**src/rtl/multi_write_port.sv**
```systemverilog
// Multi-port write funnel: per-port index/data FIFOs, round-robin arbitration onto a
// single memory write port with out-of-range index filtering and a sticky error flag.
module multi_write_port #(
  parameter int unsigned NUM_PORTS    = 2,
  parameter int unsigned WORD_WIDTH   = 32,
  parameter int unsigned FIFO_DEPTH   = 2,
  parameter int unsigned MEMORY_DEPTH = 256
) (
  input  logic                            clock,
  input  logic                            reset,
  input  logic                            enable,
  input  logic [NUM_PORTS-1:0]            index_valid,
  input  logic [NUM_PORTS*WORD_WIDTH-1:0] index_packet,
  output logic [NUM_PORTS-1:0]            index_ready,
  input  logic [NUM_PORTS-1:0]            data_valid,
  input  logic [NUM_PORTS*WORD_WIDTH-1:0] data_packet,
  output logic [NUM_PORTS-1:0]            data_ready,
  output logic                            write_enable,
  output logic [WORD_WIDTH-1:0]           write_index,
  output logic [WORD_WIDTH-1:0]           write_data,
  output logic [NUM_PORTS-1:0]            write_grant,
  output logic                            range_error,
  output logic                            quiescent
);

  localparam int unsigned PtrW  = (FIFO_DEPTH > 1) ? $clog2(FIFO_DEPTH) : 1;
  localparam int unsigned CntW  = PtrW + 1;
  localparam int unsigned PortW = (NUM_PORTS > 1) ? $clog2(NUM_PORTS) : 1;
  localparam logic [CntW-1:0]       FullCnt  = CntW'(FIFO_DEPTH);
  localparam logic [WORD_WIDTH:0]   MemLimit = (WORD_WIDTH + 1)'(MEMORY_DEPTH);

  logic [WORD_WIDTH-1:0] idx_mem_q [NUM_PORTS][FIFO_DEPTH];
  logic [WORD_WIDTH-1:0] dat_mem_q [NUM_PORTS][FIFO_DEPTH];

  logic [NUM_PORTS-1:0][PtrW-1:0] idx_wr_q, idx_wr_d, idx_rd_q, idx_rd_d;
  logic [NUM_PORTS-1:0][PtrW-1:0] dat_wr_q, dat_wr_d, dat_rd_q, dat_rd_d;
  logic [NUM_PORTS-1:0][CntW-1:0] idx_cnt_q, idx_cnt_d, dat_cnt_q, dat_cnt_d;
  logic [PortW-1:0]               rr_ptr_q, rr_ptr_d;
  logic                           range_error_q, range_error_d;

  logic [NUM_PORTS-1:0] idx_push, dat_push, pop, eligible;
  logic                 grant_valid;
  logic [PortW-1:0]     grant_port;
  logic [WORD_WIDTH-1:0] head_idx, head_dat;
  logic                 in_range;
  int unsigned          cand;

  // Ready is gated by reset so nothing is accepted while the FIFOs are held empty.
  always_comb begin
    for (int unsigned p = 0; p < NUM_PORTS; p++) begin
      index_ready[p] = enable & ~reset & (idx_cnt_q[p] != FullCnt);
      data_ready[p]  = enable & ~reset & (dat_cnt_q[p] != FullCnt);
      idx_push[p]    = index_valid[p] & index_ready[p];
      dat_push[p]    = data_valid[p] & data_ready[p];
      eligible[p]    = enable & (idx_cnt_q[p] != '0) & (dat_cnt_q[p] != '0);
    end
  end

  always_comb begin
    grant_valid = 1'b0;
    grant_port  = '0;
    cand        = 0;
    for (int unsigned off = 0; off < NUM_PORTS; off++) begin
      cand = 32'(rr_ptr_q) + off;
      if (cand >= NUM_PORTS) cand = cand - NUM_PORTS;
      if (!grant_valid && eligible[cand[PortW-1:0]]) begin
        grant_valid = 1'b1;
        grant_port  = cand[PortW-1:0];
      end
    end
  end

  always_comb begin
    head_idx     = idx_mem_q[grant_port][idx_rd_q[grant_port]];
    head_dat     = dat_mem_q[grant_port][dat_rd_q[grant_port]];
    in_range     = {1'b0, head_idx} < MemLimit;
    write_grant  = grant_valid ? (NUM_PORTS'(1) << grant_port) : '0;
    write_enable = grant_valid & in_range;
    write_index  = grant_valid ? head_idx : '0;
    write_data   = grant_valid ? head_dat : '0;
    pop          = write_grant;
    range_error  = range_error_q;
  end

  always_comb begin
    quiescent = 1'b1;
    for (int unsigned p = 0; p < NUM_PORTS; p++) begin
      if (idx_cnt_q[p] != '0 || dat_cnt_q[p] != '0) quiescent = 1'b0;
    end
  end

  always_comb begin
    range_error_d = range_error_q | (grant_valid & ~in_range);
    rr_ptr_d      = rr_ptr_q;
    if (grant_valid) begin
      if (32'(grant_port) == NUM_PORTS - 1) rr_ptr_d = '0;
      else                                 rr_ptr_d = grant_port + PortW'(1);
    end
    for (int unsigned p = 0; p < NUM_PORTS; p++) begin
      idx_wr_d[p]  = idx_push[p] ? idx_wr_q[p] + PtrW'(1) : idx_wr_q[p];
      dat_wr_d[p]  = dat_push[p] ? dat_wr_q[p] + PtrW'(1) : dat_wr_q[p];
      idx_rd_d[p]  = pop[p] ? idx_rd_q[p] + PtrW'(1) : idx_rd_q[p];
      dat_rd_d[p]  = pop[p] ? dat_rd_q[p] + PtrW'(1) : dat_rd_q[p];
      idx_cnt_d[p] = idx_cnt_q[p] + CntW'(idx_push[p]) - CntW'(pop[p]);
      dat_cnt_d[p] = dat_cnt_q[p] + CntW'(dat_push[p]) - CntW'(pop[p]);
    end
  end

  always_ff @(posedge clock or posedge reset) begin
    if (reset) begin
      idx_wr_q      <= '0;
      idx_rd_q      <= '0;
      dat_wr_q      <= '0;
      dat_rd_q      <= '0;
      idx_cnt_q     <= '0;
      dat_cnt_q     <= '0;
      rr_ptr_q      <= '0;
      range_error_q <= 1'b0;
    end else begin
      idx_wr_q      <= idx_wr_d;
      idx_rd_q      <= idx_rd_d;
      dat_wr_q      <= dat_wr_d;
      dat_rd_q      <= dat_rd_d;
      idx_cnt_q     <= idx_cnt_d;
      dat_cnt_q     <= dat_cnt_d;
      rr_ptr_q      <= rr_ptr_d;
      range_error_q <= range_error_d;
    end
  end

  // Storage needs no reset: occupancy counters alone define which entries are live.
  always_ff @(posedge clock) begin
    for (int unsigned p = 0; p < NUM_PORTS; p++) begin
      if (idx_push[p]) idx_mem_q[p][idx_wr_q[p]] <= index_packet[p*WORD_WIDTH +: WORD_WIDTH];
      if (dat_push[p]) dat_mem_q[p][dat_wr_q[p]] <= data_packet[p*WORD_WIDTH +: WORD_WIDTH];
    end
  end

endmodule

```
**config.mk**
```make
export PLATFORM = sky130hd
export DESIGN_NAME = multi_write_port
export DESIGN_NICKNAME = d
export VERILOG_FILES = /design/src/rtl/multi_write_port.sv
export SDC_FILE = /design/constraint.sdc
export NUM_CORES = 1
export LEC_CHECK = 0
export BUFFER_PORTS_ARGS = -buffer_cell sky130_fd_sc_hd__buf_2
export CAP_MARGIN = 5
export CORE_MARGIN = 5
export CORE_UTILIZATION = 31
export DETAILED_ROUTE_END_ITERATION = 8
export GPL_ROUTABILITY_DRIVEN = 0
export PLACE_DENSITY_LB_ADDON = 0.15
export SYNTH_ARGS = -nofsm -noshare
export SYNTH_HDL_FRONTEND = slang
export SYNTH_SLANG_ARGS = --single-unit
export TNS_END_PERCENT = 1
```
**constraint.sdc**
```tcl
create_clock -name clock -period 5.11 [get_ports clock]
set_input_delay 1.022 -clock clock [delete_from_list [all_inputs] [get_ports clock]]
set_output_delay 1.022 -clock clock [all_outputs]
set_load 0.05 [all_outputs]
```
# After elaboration in Yosys (flattened, before gate mapping)
# Memory sizes are Yosys's and may differ from the RTL's.
# Index checks and enable logic that the tools add are counted.
op_classes:
  n_addsub: 20
  order_cmp: 16
  eq_ne: 4
  shifts: 1
  muxes: 42
  n_bitwise: 24
  n_reduce_logical: 12
op_table:
  columns: ["operator", "n"]
  rows:
  - ["2-to-1 mux 32 bit", 12]
  - ["2-to-1 mux 64 bit", 4]
  - ["demux 32 bit (select 1 bit)", 4]
  - ["less-than comparator 32 x 9 -> 1 bit, second input constant", 1]
  - ["2-to-1 mux 1 bit", 21]
  - ["bitwise AND 1 bit", 15]
  - ["greater-or-equal comparator 2 bit, second input constant", 7]
  - ["NOT 1 -> 2 bit", 6]
  - ["adder 1 bit, second input constant", 9]
  - ["adder 2 x 1 -> 2 bit", 4]
  - ["less-than comparator 2 x 1 -> 1 bit, second input constant", 4]
  - ["inequality test 2 bit, second input constant", 4]
  - ["nonzero test 2 bit", 4]
  - ["subtractor 2 x 1 -> 2 bit", 4]
  - ["less-than comparator 1 x 2 -> 1 bit, second input constant", 3]
  - ["logical AND 1 bit", 5]
  - ["adder 1 x 1 -> 2 bit, second input constant", 1]
  - ["greater-or-equal comparator 1 x 2 -> 1 bit, second input constant", 1]
  - ["logical OR 1 bit", 2]
  - ["2-to-1 mux 2 bit", 1]
  - ["NOT 1 bit", 2]
  - ["<< shifter 1 x 1 -> 2 bit, first input constant", 1]
  - ["subtractor 1 bit, second input constant", 2]
  - ["logical NOT 1 bit", 1]
  - ["OR 1 bit", 1]
word_totals:
  reg_bits: 18
  mem_bits_rw: 256
  in_bits: 135
  wordCells: 135
  n_memories: 2
memory_table:
  columns: ["memory", "words", "word_bits", "rd", "rd_ports_with_merged_regs", "write_ports", "line_no", "source"]
  rows:
  - ["dat_mem_q", 2, 64, 1, 0, 2, "33", "logic [WORD_WIDTH-1:0] dat_mem_q [NUM_PORTS][FIFO_DEPTH];"]
  - ["idx_mem_q", 2, 64, 1, 0, 2, "32", "logic [WORD_WIDTH-1:0] idx_mem_q [NUM_PORTS][FIFO_DEPTH];"]

# Longest topological paths before layout
# Gate-level depths: netlist of run 1.
logic_depth:
  ltp_word: 19
  depth_mapped: 10
  depth_no_buf: 9

# Worst setup path after synthesis of run 1
# No wires, ideal clock.
synth_path:
  path_kind: "input-to-reg"
  start: "input reset"
  end: "memory dat_mem_q[1][32] (netlist name), enable pin"
  setup_ps: 421
  t_arrival_ps: 4130
  path_slack_ps: 559
  cell_stages: 5
  path_buffers: 0
  cell_sequence: "inv_1 > nand2_1 > a21oi_1 > nand2_1 > nor2_1"
synth_lines:
  columns: ["element", "line_no", "source"]
  rows:
  - ["start: declaration", "10", "input logic reset,"]
  - ["end: declaration", "33", null]

# Worst setup path in the final report of run 1
layout_path:
  start: "input enable"
  end: "output write_index[9]"
layout_between:
  elab_chain_cells: 15
  word_cells_on_any_way: 22
layout_rtl:
  columns: ["element", "line_no", "source"]
  rows:
  - ["start: declaration", "11", "input logic enable,"]
  - ["bitwise AND 1 bit (2 in series)", "55", "eligible[p] = enable & (idx_cnt_q[p] != '0) & (dat_cnt_q[p] != '0);"]
  - ["2-to-1 mux 1 bit (implied by the code) (2 in series)", "66", "if (!grant_valid && eligible[cand[PortW-1:0]]) begin"]
  - ["2-to-1 mux 1 bit", "66", null]
  - ["logical NOT 1 bit", "66", null]
  - ["logical AND 1 bit", "66", null]
  - ["2-to-1 mux 1 bit", "66", null]
  - ["2-to-1 mux 1 bit (implied by the code) (2 in series)", "74", "head_idx = idx_mem_q[grant_port][idx_rd_q[grant_port]];"]
  - ["NOT 1 -> 2 bit (implied by the code)", "74", null]
  - ["2-to-1 mux 32 bit (implied by the code) (3 in series)", "74", null]
  - ["2-to-1 mux 32 bit (*)", "79", "write_index = grant_valid ? head_idx : '0;"]
  - ["end: declaration", "19", "output logic [WORD_WIDTH-1:0] write_index,"]
# Mark *: on every way between the ends. The rest lies on a longest branch, timed or not. The select of a mux whose other input is x is not followed.

==> results of run 1 <==
==> worst paths after layout <==
kind                                       end          from
worst max-delay path            write_index[9]        enable
worst min-delay path               range_error   range_error
worst max register to register    idx_cnt_q[1]  idx_cnt_q[1]
worst min register to register     range_error   range_error
max in group asynchronous          idx_rd_q[1]         reset
min in group asynchronous          idx_wr_q[1]         reset
==> flip-flops by register name, indices dropped and copies added (netlist names) <==
name / cells
idx_wr_q: 2
idx_mem_q: 128
idx_rd_q: 2
range_error: 1
dat_cnt_q: 4
dat_wr_q: 2
dat_mem_q: 128
rr_ptr_q: 1
idx_cnt_q: 4
dat_rd_q: 2
==> cell families (layout without fill, tap and decap cells) <==
group	Yosys count	count (layout)	share of synthesized area
flip-flops	274	274	0.734
AO/OA/AOI/OAI	142	142	0.0987
AND/OR/NAND/NOR	120	120	0.0635
multiplexers	64	64	0.0604
buffers and inverters	54	284	0.0220
XOR/XNOR	16	16	0.0126
adder cells (fa/ha/maj)	8	8	0.00903
==> routing by layer <==
metal  GRT usage  routed length (µm)
met4      0.0271                 561
met2       0.235               13500
met3      0.0342                1810
met1       0.175               11900
met5           0                  27
==> critical path, cell delays in order <==
cell      delay (ns)
buf_2           0.11
o221ai_2        0.10
o21ba_4         0.64
mux2i_1         0.47
mux4_2          0.36
and2_1          0.18
buf_2           0.21
==> area by class of cell <==
type                            instances  area share
Tap cell                              461      0.0424
Clock buffer                           38      0.0590
Inverter                               10     0.00276
Sequential cell                       274       0.599
Timing Repair Buffer                  220      0.0853
Clock inverter                         16     0.00875
Multi-Input combinational cell        350       0.202
==> synth_stat cells <==
library cell  number
a211oi_1         124
mux4_2             1
o221ai_1           1
edfxtp_1         256
or4_1              4
buf_4              5
mux4_1             1
dfrtp_1           18
nor4b_1            1
nand4_1            2
xor2_1             4
o221ai_2           1
nor4_1            18
nor2_1            11
xnor2_1           12
a22oi_2            1
nand2_1            8
a21o_1             1
buf_1              5
buf_2             12
nor3_1             4
a22oi_1            1
a21boi_0           1
ha_1               8
mux2i_1           62
o21ba_1            1
nor2b_1           62
a2111oi_4          1
inv_1             10
nand3b_1           1
buf_6              1
a2111oi_2          1
a21oi_1            5
clkbuf_1          21
and2_1             3
and3_1             4
a2bb2oi_1          2
nand3_1            2
o21ai_0            2
==> through the flow <==
step	utilization	worst slack, ns	cells	power (mW)
floorplan	-	0.559	678	5.42
global placement	0.357	1.00	1315	6.32
detailed placement	0.357	0.949	1315	6.33
CTS	0.383	0.942	1369	8.39
global route	0.383	0.782	1369	8.67
finish	0.383	0.968	1369	8.24
==> power by group through the flow <==
stage | Sequential, mW | Combinational (mW) | Clock, mW
floorplan | 2.81 | 2.61 | 0
global placement | 3.04 | 3.28 | 0
detailed placement | 3.04 | 3.29 | 0
CTS | 2.99 | 3.30 | 2.10
global route | 3.03 | 3.46 | 2.18
finish | 2.98 | 3.23 | 2.03
==> layout by cell type (no fill, tap or decap), types with 2 or more instances in the layout <==
master and instances:
edfxtp_1 256, buf_2 207, a211oi_1 124, mux2i_1 62
nor2b_1 62, clkbuf_16 31, nor4_1 18, dfrtp_1 14
xnor2_1 12, buf_4 11, inv_1 10, clkinv_1 9
nand2_1 8, ha_1 8, nor2_1 7, clkbuf_1 7
a21oi_1 5, clkinv_2 5, xor2_1 4, and3_2 4
nor3_1 4, or4_1 4, nor2_4 4, dfrtp_2 4
and2_1 2, nand3_1 2, o21ai_0 2, nand4_1 2
a2bb2oi_1 2, bufinv_16 2, buf_12 2
==> results.sh, run 1 <==
export IMPL_outcome="completed"
export IMPL_synth_area_um2=11100
export IMPL_rsz0062_at_grt="no"
export IMPL_synthTopCellsByArea="edfxtp_1, a211oi_1, mux2i_1"
export IMPL_p_comb_frac=0.392
export IMPL_syn_inst=678
export IMPL_clk_latency_ns=0.54
export IMPL_power_density_nw_per_um2=607
export IMPL_grt_pass1_wl_mm=41.0
export IMPL_cts_clk_slew_worst_paths_ns=0.06
export IMPL_vdd_drop_max_v=0.000316
export IMPL_finalSetupViolations=0
export IMPL_cts_htree_levels=1
export IMPL_grt_usage=0.136
export IMPL_route_detailed_drc=0
export IMPL_multi_input_area_um2=2750
export IMPL_cts_setup_buffers=0
export IMPL_antenna_left=0
export IMPL_antenna_cells=0
export IMPL_start_util=0.313
export IMPL_routedWlPerCell_um=20.3
export IMPL_cts_tree="built"
export IMPL_seqPwrFrac=0.362
export IMPL_root_buffer="clkbuf_16"
export IMPL_coreArea_um2=35500
export IMPL_die_w_um=199
export IMPL_timing_final_crit_share=0.811
export IMPL_dpl_hpwl_mm=19.1
export IMPL_yosys_warnings=0
export IMPL_crit_type="in2out"
export IMPL_period_needed_ns=4.14
export IMPL_finalNetCount=1030
export IMPL_vias_per_cell=4.75
export IMPL_crit_arrival_ns=3.12
export IMPL_die_area_um2=39700
export IMPL_synth_top_area_frac=0.693
export IMPL_fmax_ghz=0.241
export IMPL_cts_max_path_buffers=3
export IMPL_p_clk_frac=0.246
export IMPL_io_pins=208
export IMPL_drt_pass1_iterations=4
export IMPL_yosysTopAreaCell="edfxtp_1"
export IMPL_vias=6507
export IMPL_worstPathMaxFanout=39
export IMPL_power_switching_mw=3.45
export IMPL_fin_skew_ns=0.0107
export IMPL_antenna_found_initial=4
export IMPL_grt_max_degree=57
export IMPL_ff2ff_path_depth=8
export IMPL_worstMarginPinSlew_ns=1.08
export IMPL_syn_num_nets=821
export IMPL_num_rows=69
export IMPL_cp_start_kind="input pin"
export IMPL_endpoint_kind="output port"
export IMPL_maxCapViolCount=0
export IMPL_whs_ns=0.470
export IMPL_grt_remaining_overflow=0
export IMPL_drtIter0Drc=212
export IMPL_syn_avg_cell_area_um2=16.4
export IMPL_grt_pass1_vias=6801
export IMPL_hold_depth=1
export IMPL_hold_violations=0
export IMPL_hold_buffers=0
export IMPL_numCtsBuffers=31
export IMPL_switching_share=0.419
export IMPL_slew_limit_headroom=0.275
export IMPL_dieHeight_um=199
export IMPL_portBuffers=207
export IMPL_drive_above_1_share=0.305
export IMPL_required_ns=4.09
export IMPL_place_area_um2=12700
export IMPL_min_path_type="reg2reg"
export IMPL_cts_sinks=274
export IMPL_yosysSeqAreaShare=0.734
export IMPL_seqCellArea_um2=8140
export IMPL_slew_violations=0
export IMPL_p_int_mw=4.79
export IMPL_area_delta_synth_final_pct=22.5
export IMPL_design_area_um2=13600
export IMPL_tns_ns=0
export IMPL_route_final_wire_length_mm=27.8
export IMPL_ys_seq_elements=274
export IMPL_synth_cell_type_count=39
export IMPL_ctsResizeCount=0
export IMPL_regToRegSetupSlack_ns=2.27
export IMPL_p_leak_nw=4.86
export IMPL_fillers=3356
Note: power is estimated with default switching activity, not from simulation.
==> run 2, diff against run 1 <==
- clock period: 5.11 -> 3.45 ns (I/O delays scaled with it)
==> run 2 against run 1 <==
  * Power up 50%
  * Clock power up 49%
  * Utilization up 0.52 points
  * Cell count up 0.73%
  * Via count up 1.5%
  * Clock skew up 0.0040 ns
  * Die area unchanged
  * Critical endpoint is now write_data[3]
==> results.sh, run 2 (synthesis results as in run 1) <==
export IMPL_outcome="completed"
export IMPL_start_util=0.313
export IMPL_finalNetCount=1038
export IMPL_slew_violations=0
export IMPL_die_w_um=199
export IMPL_p_int_mw=7.24
export IMPL_area_delta_synth_final_pct=24.2
export IMPL_vias_per_cell=4.79
export IMPL_crit_path_frequent_cell="a211oi_1"
export IMPL_vias=6603
export IMPL_vdd_drop_max_v=0.000818
export IMPL_coreArea_um2=35500
export IMPL_crit_type="reg2out"
export IMPL_fmax_ghz=0.301
export IMPL_grt_max_degree=69
export IMPL_clk_latency_ns=0.55
export IMPL_switching_share=0.414
export IMPL_required_ns=2.76
export IMPL_path_cells="o221ai_2 -> o21ba_4 -> buf_16 -> a211oi_1 -> a211oi_1 -> clkbuf_4"
export IMPL_cts_htree_levels=1
export IMPL_route_final_wire_length_mm=27.5
export IMPL_fin_skew_ns=0.0147
export IMPL_tns_ns=0
export IMPL_drt_pass1_iterations=4
export IMPL_hold_buffers=0
export IMPL_dieHeight_um=199
export IMPL_slew_limit_headroom=0.433
export IMPL_final_common_cell="edfxtp_1"
export IMPL_cts_max_path_buffers=3
export IMPL_numCtsBuffers=30
export IMPL_timing_final_crit_share=0.964
export IMPL_drtIter0Drc=232
export IMPL_cp_start_kind="flip-flop"
export IMPL_grt_pass1_wl_mm=41.0
export IMPL_portBuffers=207
export IMPL_p_comb_frac=0.407
export IMPL_grt_pass1_vias=6921
export IMPL_drive_above_1_share=0.319
export IMPL_grt_remaining_overflow=0
export IMPL_cts_sinks=274
export IMPL_crit_arrival_ns=2.64
export IMPL_seqPwrFrac=0.349
export IMPL_maxCapViolCount=0
export IMPL_route_detailed_drc=0
export IMPL_crit_slowest_cell="dfrtp_1"
export IMPL_endpoint_kind="output port"
export IMPL_power_density_nw_per_um2=897
export IMPL_min_path_type="in2async"
export IMPL_ctsResizeCount=6
export IMPL_power_switching_mw=5.12
export IMPL_antenna_left=0
export IMPL_period_needed_ns=3.33
export IMPL_fillers=3377
export IMPL_hold_violations=0
export IMPL_cts_tree="built"
export IMPL_p_leak_nw=4.92
export IMPL_worstMarginPinSlew_ns=0.851
export IMPL_dpl_hpwl_mm=18.9
export IMPL_regToRegSetupSlack_ns=1.01
export IMPL_mostFrequentLayoutCells="edfxtp_1, buf_2, a211oi_1"
export IMPL_cts_clk_slew_worst_paths_ns=0.06
export IMPL_whs_ns=0.198
export IMPL_cts_setup_buffers=0
export IMPL_grt_usage=0.135
export IMPL_root_buffer="clkbuf_16"
export IMPL_antenna_found_initial=9
export IMPL_rsz0062_at_grt="yes"
export IMPL_finalSetupViolations=0
export IMPL_slowest_delay_ns=0.42
export IMPL_io_pins=208
export IMPL_routedWlPerCell_um=19.9
export IMPL_worstPathMaxFanout=68
export IMPL_die_area_um2=39700
export IMPL_num_rows=69
export IMPL_p_clk_frac=0.245
-- run 2: path summary, 6_finish.rpt --
check / start / endpoint / depth (start not counted)
max in group asynchronous: reset / idx_rd_q[1] / 3
worst max register to register: idx_cnt_q[1] / idx_cnt_q[1] / 10
min in group clock: data_packet[41] / dat_mem_q[1][9] / 1
worst max-delay path: idx_cnt_q[1] / write_data[3] / 6
worst min register to register: rr_ptr_q / rr_ptr_q / 1
worst min-delay path: reset / idx_cnt_q[1] / 3
-- run 2: power by group through the flow --
stage	combinational (mW)	clock, mW	sequential, mW
floorplan	3.86	0	4.16
global placement	5.03	0	4.38
detailed placement	5.04	0	4.38
CTS	5.08	3.12	4.32
global route	5.39	3.25	4.36
finish	5.03	3.02	4.31
-- run 2: final cells by class --
class	count	area, µm²	area share
flip-flops and latches	274	8140	0.591
multi-input cells	350	2770	0.201
well taps	461	577	0.0419
repair buffers	229	1310	0.0947
inverters	10	37.5	0.00273
clock inverters	12	111	0.00809
diodes	3	7.51	0.000545
clock buffers	40	820	0.0595
-- run 2: critical path, delay by kind of cell, from the launching register on --
family          cells  cell delay (ns)
buf+inv             2             0.60
flops               1             0.42
compound gates      4             0.98
-- run 2: through the flow --
| step | util | cells | power, mW | cell area, µm² | setup WS (ns) |
|---|---|---|---|---|---|
| final | 0.388 | 1379 | 12.4 | 13800 | 0.124 |
| after global routing | 0.388 | 1377 | 13.0 | 13800 | -0.00485 |
| after CTS | 0.387 | 1376 | 12.5 | 13700 | -0.0399 |
| after detailed placement | 0.360 | 1324 | 9.42 | 12800 | 0.285 |
| after global placement | 0.360 | 1324 | 9.41 | 12800 | 0.292 |
| after floorplan | - | 678 | 8.03 | 11100 | -0.252 |
-- run 2: layer usage --
metal / vias up / share of wire / global-route usage / wire, µm
met5: - / 0.0037 / 0 / 102
met4: 14 / 0.023 / 0.0312 / 639
met3: 49 / 0.071 / 0.0416 / 1960
met2: 169 / 0.48 / 0.224 / 13100
met1: 3228 / 0.42 / 0.174 / 11700
li1: 3143 / - / - / -
